**src/rtl/sj_sync_pkg.sv**
```systemverilog
// sj_sync_pkg
//   Shared definitions for the Taito SJ sync decoder: lock-tracker state
//   encoding, nominal raster dimensions and default counter widths.
package sj_sync_pkg;

  typedef enum logic [1:0] {
    SEARCH,
    TRACK,
    LOCKED
  } lock_state_t;

  // Nominal Taito SJ raster
  localparam int unsigned H_TOTAL  = 384;
  localparam int unsigned H_ACTIVE = 256;
  localparam int unsigned V_TOTAL  = 264;

  // Length counter width; counters saturate at 2^CW-1
  localparam int unsigned CW_DEFAULT     = 10;
  // Consecutive matching measurements needed to declare lock
  localparam int unsigned LOCK_N_DEFAULT = 4;

endpackage

```
**src/rtl/sj_lock_fsm.sv**
```systemverilog
// sj_lock_fsm
//   Tracks a periodic length measurement and raises lock once LOCK_N
//   consecutive measurements agree.
//
//   clkm_48MHZ  system clock
//   RESET       asynchronous, active-high reset
//   meas        measurement presented with strobe (all-ones = saturated)
//   strobe      one-cycle measurement event
//   fault       one-cycle event: the measuring counter just saturated
//   lock        registered lock flag
module sj_lock_fsm
  import sj_sync_pkg::*;
#(
  parameter int unsigned CW     = CW_DEFAULT,
  parameter int unsigned LOCK_N = LOCK_N_DEFAULT
) (
  input  logic          clkm_48MHZ,
  input  logic          RESET,
  input  logic [CW-1:0] meas,
  input  logic          strobe,
  input  logic          fault,
  output logic          lock
);

  // Wide enough that match+1 never wraps before reaching LOCK_N
  localparam int unsigned    MW         = $clog2(LOCK_N + 2);
  localparam logic [MW-1:0]  MATCH_ONE  = MW'(1);
  localparam logic [MW-1:0]  MATCH_LOCK = MW'(LOCK_N);
  localparam logic [CW-1:0]  SAT        = '1;

  lock_state_t   state;
  logic [MW-1:0] match;
  logic [CW-1:0] ref_len;
  logic          meas_sat;
  logic          meas_eq;

  assign meas_sat = (meas == SAT);
  assign meas_eq  = !meas_sat && (meas == ref_len);

  // A measurement strobe takes precedence over a saturation fault; the two
  // cannot coincide from the top level but the ordering keeps it defined.
  always_ff @(posedge clkm_48MHZ or posedge RESET) begin
    if (RESET) begin
      state   <= SEARCH;
      match   <= '0;
      ref_len <= '0;
      lock    <= 1'b0;
    end else if (strobe) begin
      unique case (state)
        SEARCH: begin
          ref_len <= meas;
          match   <= MATCH_ONE;
          state   <= TRACK;
        end
        TRACK: begin
          if (meas_eq) begin
            match <= match + 1'b1;
            if ((match + 1'b1) == MATCH_LOCK) begin
              state <= LOCKED;
              lock  <= 1'b1;
            end
          end else begin
            ref_len <= meas;
            match   <= MATCH_ONE;
          end
        end
        LOCKED: begin
          if (!meas_eq) begin
            state <= SEARCH;
            match <= '0;
            lock  <= 1'b0;
          end
        end
        default: begin
          state <= SEARCH;
          match <= '0;
          lock  <= 1'b0;
        end
      endcase
    end else if (fault) begin
      state <= SEARCH;
      match <= '0;
      lock  <= 1'b0;
    end
  end

endmodule

```
**src/rtl/sj_sync_decoder.sv**
```systemverilog
// sj_sync_decoder
//   Recovers raster timing from the Taito SJ sync bus: active-pixel
//   coordinates, data enable, line/frame pulses, measured line and frame
//   lengths and lock status. All inputs are sampled on PIX_CE.
//
//   clkm_48MHZ   system clock          RESET        async, active-high
//   PIX_CE       pixel enable          HSYNC_IN/VSYNC_IN/HBL_IN/VBL_IN
//   X, Y         active column / line  DE           registered data enable
//   NEW_LINE     HSYNC rise pulse      NEW_FRAME    VSYNC rise pulse
//   LINE_LEN     last line length      FRAME_LINES  last frame length
//   H_LOCK, V_LOCK, LOCKED  lock flags (LOCKED = H_LOCK & V_LOCK)
module sj_sync_decoder #(
  parameter int unsigned LOCK_N = sj_sync_pkg::LOCK_N_DEFAULT,
  parameter int unsigned CW     = sj_sync_pkg::CW_DEFAULT
) (
  input  logic          clkm_48MHZ,
  input  logic          RESET,
  input  logic          PIX_CE,
  input  logic          HSYNC_IN,
  input  logic          VSYNC_IN,
  input  logic          HBL_IN,
  input  logic          VBL_IN,
  output logic [8:0]    X,
  output logic [8:0]    Y,
  output logic          DE,
  output logic          NEW_LINE,
  output logic          NEW_FRAME,
  output logic [CW-1:0] LINE_LEN,
  output logic [CW-1:0] FRAME_LINES,
  output logic          H_LOCK,
  output logic          V_LOCK,
  output logic          LOCKED
);

  localparam logic [CW-1:0] CNT_MAX = '1;
  localparam logic [CW-1:0] CNT_PRE = {{(CW-1){1'b1}}, 1'b0};
  localparam logic [CW-1:0] CNT_ONE = CW'(1);

  logic          hs_q, vs_q, hb_q, vb_q;
  logic          hs_rise, vs_rise, hb_rise, hb_fall, vb_fall;
  logic [CW-1:0] hcnt, vcnt;
  logic          h_sat_evt, v_sat_evt;

  // Edge strobes already include PIX_CE so they are single-cycle events
  assign hs_rise = PIX_CE &  HSYNC_IN & ~hs_q;
  assign vs_rise = PIX_CE &  VSYNC_IN & ~vs_q;
  assign hb_rise = PIX_CE &  HBL_IN   & ~hb_q;
  assign hb_fall = PIX_CE & ~HBL_IN   &  hb_q;
  assign vb_fall = PIX_CE & ~VBL_IN   &  vb_q;

  // Fault when a counter is about to step onto its saturation value, so the
  // lock drop lands on the same edge at which the counter saturates.
  assign h_sat_evt = PIX_CE  & ~hs_rise & (hcnt == CNT_PRE);
  assign v_sat_evt = hs_rise & ~vs_rise & (vcnt == CNT_PRE);

  always_ff @(posedge clkm_48MHZ or posedge RESET) begin
    if (RESET) begin
      hs_q        <= 1'b0;
      vs_q        <= 1'b0;
      hb_q        <= 1'b0;
      vb_q        <= 1'b0;
      hcnt        <= '0;
      vcnt        <= '0;
      LINE_LEN    <= '0;
      FRAME_LINES <= '0;
      NEW_LINE    <= 1'b0;
      NEW_FRAME   <= 1'b0;
      X           <= '0;
      Y           <= '0;
      DE          <= 1'b0;
    end else begin
      NEW_LINE  <= hs_rise;
      NEW_FRAME <= vs_rise;
      if (PIX_CE) begin
        hs_q <= HSYNC_IN;
        vs_q <= VSYNC_IN;
        hb_q <= HBL_IN;
        vb_q <= VBL_IN;

        if (hs_rise) begin
          hcnt     <= CNT_ONE;
          LINE_LEN <= hcnt;
        end else if (hcnt != CNT_MAX) begin
          hcnt <= hcnt + 1'b1;
        end

        // VSYNC rise wins: a coincident line belongs to the new frame
        if (vs_rise) begin
          vcnt        <= CNT_ONE;
          FRAME_LINES <= vcnt;
        end else if (hs_rise && vcnt != CNT_MAX) begin
          vcnt <= vcnt + 1'b1;
        end

        if (hb_fall) begin
          X <= '0;
        end else if (!HBL_IN) begin
          X <= X + 1'b1;
        end

        if (vb_fall) begin
          Y <= '0;
        end else if (hb_rise && !VBL_IN) begin
          Y <= Y + 1'b1;
        end

        DE <= H_LOCK & V_LOCK & ~HBL_IN & ~VBL_IN;
      end
    end
  end

  sj_lock_fsm #(
    .CW     (CW),
    .LOCK_N (LOCK_N)
  ) u_h_lock (
    .clkm_48MHZ (clkm_48MHZ),
    .RESET      (RESET),
    .meas       (hcnt),
    .strobe     (hs_rise),
    .fault      (h_sat_evt),
    .lock       (H_LOCK)
  );

  sj_lock_fsm #(
    .CW     (CW),
    .LOCK_N (LOCK_N)
  ) u_v_lock (
    .clkm_48MHZ (clkm_48MHZ),
    .RESET      (RESET),
    .meas       (vcnt),
    .strobe     (vs_rise),
    .fault      (v_sat_evt),
    .lock       (V_LOCK)
  );

  assign LOCKED = H_LOCK & V_LOCK;

endmodule

```
**config.mk**
```make
export PLATFORM = sky130hd
export DESIGN_NAME = sj_sync_decoder
export DESIGN_NICKNAME = d
export VERILOG_FILES = /design/src/rtl/sj_sync_pkg.sv /design/src/rtl/sj_lock_fsm.sv /design/src/rtl/sj_sync_decoder.sv
export SDC_FILE = /design/constraint.sdc
export NUM_CORES = 1
export LEC_CHECK = 0
export CAP_MARGIN = 25
export CORE_MARGIN = 5
export CORE_UTILIZATION = 58
export DETAILED_ROUTE_END_ITERATION = 12
export PLACE_DENSITY = 0.8
export SLEW_MARGIN = 20
export SYNTH_ARGS = -nofsm -noshare
export SYNTH_HDL_FRONTEND = slang
export SYNTH_SLANG_ARGS = --single-unit
```
**constraint.sdc**
```tcl
create_clock -name clkm_48MHZ -period 7.2 [get_ports clkm_48MHZ]
set_input_delay 1.44 -clock clkm_48MHZ [delete_from_list [all_inputs] [get_ports clkm_48MHZ]]
set_output_delay 1.44 -clock clkm_48MHZ [all_outputs]
set_load 0.05 [all_outputs]
```
==> results of run 1 <==
cell usage in the layout, fill, tap and decap left out, drive strengths merged, types with 4 or more instances in the layout:
| cell | synthesis | final |
|---|---|---|
| xor2 | 19 | 19 |
| clkdlybuf4s50 | 0 | 50 |
| a211oi | 4 | 4 |
| nor2 | 45 | 45 |
| mux2 | 24 | 24 |
| dfrtp | 97 | 97 |
| clkbuf | 10 | 10 |
| nand3 | 11 | 11 |
| inv | 15 | 15 |
| or3 | 4 | 4 |
| a21oi | 9 | 9 |
| nor2b | 6 | 6 |
| nor3 | 6 | 6 |
| ha | 10 | 10 |
| o21ai | 17 | 17 |
| nand2b | 5 | 5 |
| nand4 | 17 | 17 |
| xnor2 | 26 | 26 |
| nand2 | 83 | 83 |
routing by layer:
| layer | up-vias | share of wire | track usage |
|---|---|---|---|
| met2 | 60 | 0.49 | 0.3202 |
| met4 | 0 | 0.011 | 0.04622 |
| met1 | 1675 | 0.46 | 0.2630 |
| li1 | 1646 | - | - |
| met5 | - | 0 | 0 |
| met3 | 11 | 0.040 | 0.04031 |
flip-flops by register name (all words and copies together), names as in the netlist, 3 cells and up:
register / count
LINE_LEN: 10
Y: 9
X: 9
u_h_lock.match: 3
vcnt: 10
u_h_lock.ref_len: 10
FRAME_LINES: 10
hcnt: 10
u_v_lock.match: 3
u_v_lock.ref_len: 10
report_power, final:
group,internal (mW),leakage [nW],switching (mW)
logic,0.168,1.11,0.269
clock network,0.230,0.117,0.177
registers,0.621,1.30,0.0960
total,1.02,2.52,0.541
worst register-to-register path: stages, from the launching register on:
cell	delay, ns
dfrtp_1	0.40
nand3b_1	0.51
inv_1	0.75
nand2b_1	0.21
a31o_1	0.38
mux2_1	0.37
area by class of cell:
type | instances | area (sq um) | share of cell area
well taps | 102 | 127.6 | 0.02336
repair buffers | 53 | 523.0 | 0.09574
clock inverters | 5 | 103.9 | 0.01901
flip-flops and latches | 97 | 2427 | 0.4443
clock buffers | 10 | 127.6 | 0.02336
inverters | 15 | 57.56 | 0.01054
multi-input cells | 327 | 2096 | 0.3836
how the worst max path moves through the flow:
| stage | startpoint | end | cells after the start |
|---|---|---|---|
| final | PIX_CE | u_h_lock.ref_len[5]$_DFFE_PP0P_ | 6 |
| after floorplan | RESET | DE$_DFFE_PP0P_ | 1 |
| after global routing | PIX_CE | u_h_lock.ref_len[2]$_DFFE_PP0P_ | 6 |
| after global placement | PIX_CE | u_h_lock.ref_len[1]$_DFFE_PP0P_ | 6 |
| after CTS | PIX_CE | u_h_lock.ref_len[5]$_DFFE_PP0P_ | 6 |
| after detailed placement | PIX_CE | u_h_lock.ref_len[2]$_DFFE_PP0P_ | 6 |
per-stage QoR:
step	utilization	power, mW	hold WS, ns	cells
2_1_floorplan	-	1.042	0.4699	461
3_3_place_gp	0.6700	1.146	0.4577	594
3_5_place_dp	0.6700	1.166	0.4640	594
4_1_cts	0.6997	1.577	0.4845	609
5_1_grt	0.6997	1.657	0.5021	609
6_report	0.6997	1.561	0.4836	609
logic make-up after synthesis:
logic type | after synthesis
fa+ha+maj | 10
compound gates | 54
buf+inv | 37
simple gates | 192
xor+xnor | 45
mux | 26
flops | 97
==> results.cfg, run 1 <==
[status]
status = complete, no violations

[global_route]
gr-usage-all-layers = 0.1935
grt_antenna_before_repair = 0
grt_pass1_wl_um = 15730
grt_pass1_vias = 3287
grt_max_degree = 50
gr-total-overflow = 0

[clock_network]
root_buffer = clkbuf_8
cts_hold_buf = 0
clk_latency_ns = 0.35
clock-sinks = 97
cts_tree = done
clk_pin_slew_ns = 0.09
cts_buffers = 9
cts_buffer_depth = 2
h-tree-depth = 3
cts-resized-gates = 0
postCtsSetupRepairBufs = 0

[floorplan]
io_pins = 51
core_area_sq_um = 7807
rows = 32
fp.dieH_um = 99.87
chipWidth_um = 99.87
start_util = 0.6000
die-area_sq_um = 9974

[flow_run]
maxCapViolCount = 0

[logic_synthesis]
synthTopCellsByArea = dfrtp_1, nand2_1, xnor2_1
synthAdderAreaFrac = 0.02671
synth.top_cell.area_share = 0.5182
syn_area_sq_um = 4684
synthSimpleGateAreaFrac = 0.1936
synth_ff_type = dfrtp_1
synth_commonest_cells = dfrtp_1, nand2_1, nor2_1
synth_xor_area_frac = 0.08413
syn-num-nets = 478
synth_top_family_by_area = simple AND/OR/NAND/NOR gates
ys_seq_elements = 97
synth_edf_count = 0
ys.warnings.count = 0
ys_seq_area_frac = 0.5182
yosysTopAreaCell = dfrtp_1
syn_inst = 461
synth_compound_area_frac = 0.08093
syn_avg_cell_area_sq_um = 10.16
synth.most_common_cell = dfrtp_1
synth_cell_types = 52
synth_mux_area_frac = 0.06197
async_flop_share = 1.000

[detailed_routing]
post_drt_via_cell_ratio = 5.570
dr.pass1.iters = 4
drtIter0Drc = 193
drcViolationCount = 0
wire_per_inst_um = 15.02
wirelength_um = 9145
final_antenna_net_count = 0
via_count = 3392

[cells_and_area]
drive_gt1_frac = 0.07101
insertedDiodeCount = 0
nNetsFinal = 520
stdcell_area_sq_um = 5463
fill_cells = 592
area_delta_synth_final_pct = 16.61

[worst_hold_path]
hold_depth = 2
worstHoldStart = FRAME_LINES[3]$_DFFE_PP0P_
hold_class = flop to flop
min_delay_worst_endpoint = FRAME_LINES[3]$_DFFE_PP0P_

[place]
portBuffers = 50
dp_slack_ns = 2.639
hpwl_um = 6463
gp_congestion = 0.8354
dpl-instance-area_sq_um = 5231

[timing]
finalMaxSlewViolations = 0
rsz0062_at_grt = no
setup_tns_ns = 0
hold_violations = 0
finalCriticalPeriod_ns = 4.217
setup_viol_count_final = 0
setup_slack_ns = 2.983
tightest_slew_ns = 0.8095
fmax_mhz = 237.1
relSlewSlack = 0.4604
period_share = 0.5857
fin_skew_ns = 0.01126

[setup_path]
cp.arrival_ns = 4.44
cp_cell_sequence = clkdlybuf4s50_1, nand3b_1, inv_1, nand2b_1, a31o_1, mux2_1
cp_slowest_cell = clkdlybuf4s50_1
worstPathRequired_ns = 7.43
reg2reg_depth = 5
path_buf_inv = 2
ff2ff_setup_slack_ns = 4.46
endpoint_kind = flop
rr_startpoint = hs_q$_DFFE_PP0P_
crit_fanout = 26
timing.setup.critical_path_class = primary input to flop
crit_family = buffers and inverters
r2r_end = u_h_lock.ref_len[5]$_DFFE_PP0P_
slowest_delay_ns = 0.76
start_kind = primary input

[pwr]
power.density_nw_per_um2 = 285.7
ir_drop_v = 0.0001906
p_leak_nw = 2.522
Note: power is estimated with default switching activity, not from simulation.
==> run 2: changes to the inputs <==
CORE_UTILIZATION = 56   (was 58)
PLACE_DENSITY = 0.77   (was 0.8)
clock period = 3.9 ns   (was 7.2 ns; I/O delays follow)
==> run 2 against run 1 <==
  * Wire length increased by 3.8%
  * Critical path depth increased by 3
  * Global-route usage increased by 0.19 points
  * Worst hold slack got worse by 0.00080 ns
  * Worst setup slack got worse by 1.8 ns
  * Sequential power increased by 85%
  * Core utilization decreased by 3.2 points
  * Cell count increased by 1.3%
  * Clock skew increased by 0.0051 ns
  * Register-to-register slack got worse by 3.1 ns
  * First-iteration DRC count increased by 13%
  * Via count increased by 2.1%
==> results.cfg, run 2 (synthesis gave the netlist of run 1 again) <==
[status]
status = complete, no violations

[pwr]
power.density_nw_per_um2 = 503.0
p_leak_nw = 2.526
ir_drop_v = 0.0002876

[timing]
holdWs_ns = 0.4829
fin_skew_ns = 0.01633
finalCriticalPeriod_ns = 2.703
relSlewSlack = 0.5758
fmax_mhz = 370.0
rsz0062_at_grt = no
setup_viol_count_final = 0
hold_violations = 0
finalMaxSlewViolations = 0
period_share = 0.6930
setup_tns_ns = 0
tightest_slew_ns = 0.6278

[floorplan]
core_area_sq_um = 8175
io_pins = 51
start_util = 0.5730
rows = 33
chipWidth_um = 101.5
die-area_sq_um = 10290
fp.dieH_um = 101.5

[cells_and_area]
fin_cells = 617
insertedDiodeCount = 0
mostFrequentLayoutCells = dfrtp_1, nand2_1, clkdlybuf4s50_1
nNetsFinal = 524
area_delta_synth_final_pct = 16.59
fill_cells = 673
final_common_cell = dfrtp_1
drive_gt1_frac = 0.08203
final_core_util = 0.6680

[setup_path]
start_kind = primary input
endpoint_kind = flop
cp.arrival_ns = 2.95
worstPathRequired_ns = 4.15
timing.setup.critical_path_class = primary input to flop
crit_fanout = 26

[detailed_routing]
final_antenna_net_count = 0
via_count = 3462
drcViolationCount = 0
dr.pass1.iters = 4
post_drt_via_cell_ratio = 5.611
wire_per_inst_um = 15.39
wirelength_um = 9493
drtIter0Drc = 218

[flow_run]
maxCapViolCount = 0

[clock_network]
cts_tree = done
clk_pin_slew_ns = 0.11
postCtsSetupRepairBufs = 0
cts_buffers = 9
root_buffer = clkbuf_8
cts-resized-gates = 0
clk_latency_ns = 0.36
h-tree-depth = 3
cts_hold_buf = 0
cts_buffer_depth = 2
clock-sinks = 97

[place]
hpwl_um = 6671
dpl.cell_count = 601
portBuffers = 50
gp_congestion = 0.8074

[global_route]
grt_antenna_before_repair = 0
grt_pass1_vias = 3347
grt_busiest_layer = met2
grt_max_degree = 70
gr-usage-met3 = 0.03719
grt_pass1_wl_um = 16100
use_met1 = 0.2678
gr-total-overflow = 0
gr-usage-all-layers = 0.1954
grt_util_met2 = 0.3174

[worst_hold_path]
hold_class = flop to flop
==> run 2: changes by cell type in the layout (fill, tap and decap cells not counted), sizes merged <==
| cell | delta |
|---|---|
| bufinv | -3 |
| clkbuf | -1 |
| inv | +3 |
| clkinv | +2 |
| buf | +4 |
==> run 2: cell type report <==
class | count | area (sq um) | share of cell area
Inverter | 15 | 57.56 | 0.01054
Sequential cell | 97 | 2427 | 0.4444
Timing Repair Buffer | 57 | 565.5 | 0.1036
Tap cell | 105 | 131.4 | 0.02405
Clock buffer | 9 | 123.9 | 0.02268
Clock inverter | 7 | 60.06 | 0.01100
Multi-Input combinational cell | 327 | 2096 | 0.3837
==> run 2: critical path, stage by stage <==
cell	delay, ns
clkdlybuf4s50_1	0.46
buf_4	0.19
nand3b_1	0.10
buf_4	0.19
inv_1	0.06
buf_4	0.26
nand2b_1	0.15
a31o_1	0.37
mux2_1	0.38
==> run 2: final timing paths <==
check / from / slack [ns] / endpoint / depth (start not counted)
min in group asynchronous: RESET / 0.75 / LINE_LEN[4]$_DFFE_PP0P_ / 2
worst max-delay path: PIX_CE / 1.20 / u_h_lock.ref_len[2]$_DFFE_PP0P_ / 9
worst min register to register: FRAME_LINES[1]$_DFFE_PP0P_ / 0.48 / FRAME_LINES[1]$_DFFE_PP0P_ / 2
worst min-delay path: FRAME_LINES[1]$_DFFE_PP0P_ / 0.48 / FRAME_LINES[1]$_DFFE_PP0P_ / 2
worst max register to register: hcnt[1]$_DFFE_PP0P_ / 1.38 / u_h_lock.ref_len[2]$_DFFE_PP0P_ / 6
max in group asynchronous: RESET / 2.42 / Y[4]$_DFFE_PP0P_ / 3
==> run 2: where the power goes <==
group	switching [mW]	internal [mW]	leakage, nW
Sequential	0.181	1.15	1.30
Clock	0.370	0.245	0.0965
Combinational	0.491	0.314	1.13
Total	1.04	1.71	2.53
==> run 2: through the flow <==
| stage | cell area (sq um) | setup WS, ns | power, mW |
|---|---|---|---|
| CTS | 5461 | 1.215 | 2.772 |
| global route | 5461 | 1.062 | 2.914 |
| finish | 5461 | 1.197 | 2.747 |
| detailed placement | 5278 | 0.8315 | 2.148 |
| floorplan | 4684 | 0.5863 | 1.924 |
| global placement | 5278 | 0.9263 | 2.122 |
==> run 2: routing by layer <==
metal	up-vias	wire, um
met5	-	0
met4	0	94
met3	10	414
met2	70	4621
met1	1718	4362
li1	1664	-
==> run 3: changes to the inputs <==
CORE_UTILIZATION = 51   (was 56)
PLACE_DENSITY = 0.74   (was 0.77)
clock period = 2.2 ns   (was 3.9 ns; I/O delays follow)
==> run 3 against run 2 <==
  * Design area is 5.8% higher
  * Die area is 8.8% higher
  * Combinational power is 110% higher
  * Largest power group unchanged
==> results.cfg, run 3 (synthesis gave the netlist of run 1 again) <==
[global_route]
grt_antenna_before_repair = 0
gr-usage-all-layers = 0.1901
gr-total-overflow = 0
grt_pass1_vias = 3651
grt_max_degree = 51
grt_pass1_wl_um = 17420

[detailed_routing]
post_drt_via_cell_ratio = 5.371
drtIter0Drc = 98
via_count = 3534
final_antenna_net_count = 0
wire_per_inst_um = 15.02
dr.pass1.iters = 4
drcViolationCount = 0
wirelength_um = 9883

[pwr]
total_power_mw = 5.131
ir_drop_v = 0.0005992
p_leak_nw = 2.720
power.density_nw_per_um2 = 888.3

[clock_network]
clk_pin_slew_ns = 0.10
clock-sinks = 97
cts_hold_buf = 0
clk_latency_ns = 0.37
root_buffer = clkbuf_8
cts_buffer_depth = 2
cts_tree = done
h-tree-depth = 3
cts_buffers = 9

[setup_path]
cp_cell_sequence = clkdlybuf4s50_1
slowest_delay_ns = 0.84
crit_fanout = 5
start_kind = flop
crit_family = buffers and inverters
cp.arrival_ns = 1.65
endpoint_kind = output pin
timing.setup.critical_path_class = flop to output pin
cp_slowest_cell = clkdlybuf4s50_1
worstPathRequired_ns = 1.76
path_buf_inv = 1

[floorplan]
die-area_sq_um = 11200
core_area_sq_um = 9109
io_pins = 51
start_util = 0.5143
fp.dieH_um = 105.8
rows = 35
chipWidth_um = 105.8

[flow_run]
maxCapViolCount = 0

[timing]
tightest_slew_ns = 0.5637
setup_viol_count_final = 0
fmax_mhz = 479.0
finalMaxSlewViolations = 0
relSlewSlack = 0.6210
finalCriticalPeriod_ns = 2.087
period_share = 0.9489
hold_violations = 0
rsz0062_at_grt = no
setup_tns_ns = 0
fin_skew_ns = 0.01130

[place]
portBuffers = 50
hpwl_um = 7340
gp_congestion = 0.9006
dpl.cell_count = 642

[status]
status = complete, no violations

[cells_and_area]
fin_cells = 658
nNetsFinal = 559
mostFrequentLayoutCells = dfrtp_1, nand2_1, clkdlybuf4s50_1
insertedDiodeCount = 0
area_delta_synth_final_pct = 23.29
drive_gt1_frac = 0.1426
final_common_cell = dfrtp_1

[worst_hold_path]
hold_class = primary input to async pin
[run 3: power breakdown]
group	total (mW)	switching [mW]	internal, mW	leakage [nW]
Sequential	2.28	0.247	2.03	1.30
Combinational	1.66	0.968	0.695	1.32
Clock	1.19	0.651	0.537	0.101
[run 3: timing repair]
| item | CTS | global route |
|---|---|---|
| endpoints found under the hold margin | 0 | 0 |
| setup buffers | 0 | 0 |
| gates resized for setup | 0 | 2 |
| setup endpoints to repair | 0 | 3 |
[run 3: area by class of cell]
class | instances | area, sq um
well taps | 111 | 138.9
repair buffers | 92 | 843.3
inverters | 15 | 60.06
fillers | 747 | 3333
clock inverters | 7 | 80.08
clock buffers | 9 | 123.9
flip-flops and latches | 97 | 2427
multi-input cells | 327 | 2102
[run 3: worst register-to-register path, delay by kind of cell (launching register included)]
family                 cells  cell delay (ns)
multiplexers               1             0.33
buffers and inverters      2             0.31
flip-flops                 1             0.47
AO/OA/AOI/OAI              2             0.63
AND/OR/NAND/NOR            1             0.14
[run 3: per-layer routing]
metal  up-vias  GRT usage  wire, um
met1      1722     0.2459      4430
met2        67     0.3210      4909
met5         -          0         0
met4         0    0.06753       177
met3        18    0.03368       367
li1       1727          -         -
[run 3: path summary, 6_finish.rpt]
check,from,slack (ns),cells after the start,to
max,Y[0]$_DFFE_PP0P_,0.11,1,Y[0]
min,RESET,0.42,2,vcnt[9]$_DFFE_PP0P_
max reg2reg,hcnt[0]$_DFFE_PP0P_,0.22,6,u_h_lock.ref_len[7]$_DFFE_PP0P_
min reg2reg,FRAME_LINES[3]$_DFFE_PP0P_,0.48,2,FRAME_LINES[3]$_DFFE_PP0P_
max in group asynchronous,RESET,1.19,3,u_v_lock.state[1]$_DFFE_PP0P_
min in group clkm_48MHZ,FRAME_LINES[3]$_DFFE_PP0P_,0.48,2,FRAME_LINES[3]$_DFFE_PP0P_
[run 3: per-stage QoR]
step | hold WS (ns) | util | worst slack (ns) | cell area, sq um
6_report | 0.4183 | 0.6341 | 0.1125 | 5776
5_1_grt | 0.4441 | 0.6341 | 0.05577 | 5776
4_1_cts | 0.4266 | 0.6331 | 0.03165 | 5767
3_5_place_dp | 0.4642 | 0.6107 | -0.1811 | 5563
3_3_place_gp | 0.4580 | 0.6107 | -0.1156 | 5563
2_1_floorplan | 0.4699 | - | 0.2059 | 4688
